===== src/rtl/serial_add_ctrl.sv =====
// Bit-serial adder: one full-adder slice (two half adders + OR) is stepped
// LSB-first over WIDTH cycles, result reported with a one-cycle done pulse.

module halfadd (
   input  logic a_i,
   input  logic b_i,
   output logic s_o,
   output logic c_o
);
   assign s_o = a_i ^ b_i;
   assign c_o = a_i & b_i;
endmodule

module serial_add_ctrl #(
   parameter int WIDTH = 8
) (
   input  logic             clk,
   input  logic             rst,
   input  logic             start,
   input  logic [WIDTH-1:0] a,
   input  logic [WIDTH-1:0] b,
   input  logic             cin,
   output logic [WIDTH-1:0] sum,
   output logic             cout,
   output logic             busy,
   output logic             done
);
   localparam int CW = $clog2(WIDTH);
   localparam logic [CW-1:0] LAST = CW'(WIDTH - 1);

   typedef enum logic [1:0] {
      S_IDLE = 2'd0,
      S_RUN  = 2'd1,
      S_DONE = 2'd2
   } state_t;

   state_t           state_q, state_d;
   logic [WIDTH-1:0] a_q, a_d;
   logic [WIDTH-1:0] b_q, b_d;
   logic [WIDTH-1:0] sum_q, sum_d;
   logic             c_q, c_d;
   logic             cout_q, cout_d;
   logic [CW-1:0]    cnt_q, cnt_d;

   logic p, g1, s, g2, c_next;

   halfadd u_ha1 (.a_i(a_q[0]), .b_i(b_q[0]), .s_o(p), .c_o(g1));
   halfadd u_ha2 (.a_i(p),      .b_i(c_q),    .s_o(s), .c_o(g2));
   assign c_next = g1 | g2;

   always_ff @(posedge clk) begin
      if (rst) begin
         state_q <= S_IDLE;
         a_q     <= '0;
         b_q     <= '0;
         sum_q   <= '0;
         c_q     <= 1'b0;
         cout_q  <= 1'b0;
         cnt_q   <= '0;
      end else begin
         state_q <= state_d;
         a_q     <= a_d;
         b_q     <= b_d;
         sum_q   <= sum_d;
         c_q     <= c_d;
         cout_q  <= cout_d;
         cnt_q   <= cnt_d;
      end
   end

   always_comb begin
      state_d = state_q;
      a_d     = a_q;
      b_d     = b_q;
      sum_d   = sum_q;
      c_d     = c_q;
      cout_d  = cout_q;
      cnt_d   = cnt_q;
      case (state_q)
         S_IDLE: begin
            if (start) begin
               a_d     = a;
               b_d     = b;
               c_d     = cin;
               cnt_d   = '0;
               sum_d   = '0;
               cout_d  = 1'b0;
               state_d = S_RUN;
            end
         end
         S_RUN: begin
            sum_d = {s, sum_q[WIDTH-1:1]};
            a_d   = a_q >> 1;
            b_d   = b_q >> 1;
            c_d   = c_next;
            cnt_d = cnt_q + CW'(1);
            // cout latches the final carry so it holds through IDLE
            if (cnt_q == LAST) begin
               cnt_d   = '0;
               cout_d  = c_next;
               state_d = S_DONE;
            end
         end
         S_DONE: state_d = S_IDLE;
         default: state_d = S_IDLE;
      endcase
   end

   assign sum  = sum_q;
   assign cout = cout_q;
   assign busy = (state_q != S_IDLE);
   assign done = (state_q == S_DONE);
endmodule


===== config.mk =====
export PLATFORM = sky130hd
export DESIGN_NAME = serial_add_ctrl
export DESIGN_NICKNAME = d
export VERILOG_FILES = /design/src/rtl/serial_add_ctrl.sv
export SDC_FILE = /design/constraint.sdc
export NUM_CORES = 1
export LEC_CHECK = 0
export CORE_MARGIN = 3
export CORE_UTILIZATION = 48
export DETAILED_ROUTE_END_ITERATION = 12
export PLACE_DENSITY = 0.75
export SETUP_SLACK_MARGIN = 0.3
export SLEW_MARGIN = 20
export SYNTH_ARGS = -nofsm -noshare
export SYNTH_HDL_FRONTEND = slang
export SYNTH_SLANG_ARGS = --single-unit

===== constraint.sdc =====
create_clock -name clk -period 1.6 [get_ports clk]
set_input_delay 0.4 -clock clk [delete_from_list [all_inputs] [get_ports clk]]
set_output_delay 0.4 -clock clk [all_outputs]
set_load 0.05 [all_outputs]

==> out/summary.txt <==
Hold WC Path Type = register to register
GPL Wtd Cong = 0.734
PwrDens = 861 mW/mm²
Cell Rows = 18
Hold Fails Final Rpt = 0
CTS Buf Count = 5
Setup ws final = 0.0984 ns
Synthesized Nets = 160
Max IR drop VDD = 1.04 mV
Arr. time, crit path = 1.10 ns
Yosys top cell by area = dfxtp_1
Synth cell types = 24
Post-route DRC = 0
H-tree levels = 2
Largest net degree at the start of global routing = 32
Vias in the first global route = 1,135
Initial antenna violation count = 0
CTS tree = done
Antenna diodes = 0
Sequential share of the synthesized area = 46.7%
Pleak = 0.874 nW
Via count = 1,268
Crit end category = output pin
Critical path fanouts, max = 6
Mapped Area = 0.00133 mm²
Reg clk slew, reported paths = 0.10 ns
Final worst-path cycle share = 93.9%
Main combinational cell family by area after synthesis = compound AO/OA/AOI/OAI gates
Post-Place Cell Area = 0.00177 mm²
Final WL = 3.95 mm
Vias per cell = 5.93
Post-route ant nets = 0
Placed cell count = 192
Total die area = 0.00344 mm²
XOR/XNOR Fraction of Synth Area = 0%
Count leader, synth = dfxtp_1
Input/output buffers = 30
Post-synth top area share = 46.7%
Routed len/inst = 18.5 µm
Clk sink count = 31
Number of enable flip-flop cells after synthesis = 0
Actual slew at the worst max-slew pin = 0.235 ns
Compound-Gate Fraction of Synth Area = 17.8%
Final setup fails = 0
P&R area growth vs syn = 64.4%
Commonest cells in the netlist = dfxtp_1 (31), nor2_1 (30), mux2i_1 (16)
Yosys warns = 0
Placement Setup Slack = -0.0442 ns
Post-synthesis mux area share = 12.1%
Cell area after layout = 0.00218 mm²
Worst Setup Start Kind = register
Die height = 58.6 µm
Total gr overflow = 0
Upper clock frequency limit = 666 MHz
Slew margin rel. = 84.0%
Synthesized area per cell = 9.77 µm²
Status = complete, no violations
Synth Area in Adders = 4.33%
Layout Cells excl Fill = 214
Max_cap viols = 0
FF+latch count, synth = 31
GRT Overall Usage = 19.0%
Synthesized netlist cell count = 136
Placeable Area = 0.00254 mm²
Drt first pass iters = 5
Final Net Count = 207
CTS max path bufs = 2
Pins over their slew limit = 0
Hold_ws = 0.509 ns
RSZ-0062 raised after global routing = yes
Initial detailed-routing violation count = 61
Synth top area cells = dfxtp_1 (47%), mux2i_1 (12%), a211oi_1 (8.5%), nor2_1 (8.5%), a22oi_1 (6.2%)
First-pass GRT wire length = 5.00 mm
Share of cells above drive strength 1 = 45.1%
Clk_lat worst skew = 0.32 ns
Share of flip-flops with an asynchronous set or reset = 0%
CP required = 1.20 ns
Top FF cell, synth = dfxtp_1
Synth Area in Simple Gates = 11.7%
Setup Crit Path Kind = register to output pin
Clock Skew = 0.0105 ns
DP Wirelength = 1.96 mm
Io pins = 31
Clk root buf = clkbuf_4
Initial Util = 52.2%
Die X = 58.6 µm
Final min period = 1.50 ns
worst max-delay path, cell delays in order (launching register included):
cell and delay [ns]:
dfxtp_2 0.38, nor2_2 0.19, inv_2 0.07, buf_12 0.15
path summary, 6_finish.rpt:
| check | startpoint | end | slack [ns] | cells past startpoint |
|---|---|---|---|---|
| max | state_q[1] | busy | 0.1 | 3 |
| min | a_q[2] | a_q[2] | 0.51 | 2 |
| max reg2reg | state_q[0] | sum[7] | 0.21 | 6 |
| min reg2reg | a_q[2] | a_q[2] | 0.51 | 2 |
placed cells by master (no fill, tap or decap), drive strengths merged, types with 2 or more instances in the layout:
cell type	count
a22oi	11
clkdlybuf4s50	19
ha	3
mux2i	16
inv	7
a32oi	2
a211oi	15
buf	29
nor2	30
dfxtp	31
clkbuf	8
repair_timing:
item                                    4_1_cts  5_1_grt
cloned                                        0        3
endpoints found under the setup margin       21       26
hold buffers                                  0        0
pin swaps                                     1       14
resized for setup                            18       37
setup buffers                                 3        8
metal layers:
layer	wire, µm	track usage (%)	vias up
li1	-	-	574
met5	0	0	-
met3	258	5.04	14
met1	1510	21.5	624
met2	2040	33.0	56
met4	144	9.06	0
logic make-up after synthesis:
family	Yosys count
buf+inv	17
mux	16
simple gates	37
fa+ha+maj	4
flops	31
compound gates	31
sequential cells by signal, summed over array words and instances (netlist names):
signal,count
state_q,2
cnt_q,3
cout,1
sum,8
b_q,8
a_q,8
c_q,1
stage by stage:
stage / setup TNS (ns) / power (mW) / utilization (%)
after floorplan: 0 / 1.02 / -
after global placement: 0 / 1.11 / 69.4
after detailed placement: -0.0442 / 1.12 / 69.4
after CTS: 0 / 1.76 / 75.3
after global routing: 0 / 1.95 / 85.8
final: 0 / 1.88 / 85.8
layout make-up:
type | count | area [µm²]
repair buffers | 50 | 654
well taps | 30 | 37.5
fillers | 110 | 360
flip-flops and latches | 31 | 638
multi-input cells | 88 | 742
inverters | 7 | 26.3
clock buffers | 6 | 51.3
clock inverters | 2 | 35.0
report_power, final:
group	switching, mW	internal (mW)
Clock	0.265	0.369
Sequential	0.0337	0.815
Combinational	0.184	0.215
Total	0.482	1.40
Note: power is estimated with default switching activity, not from simulation.
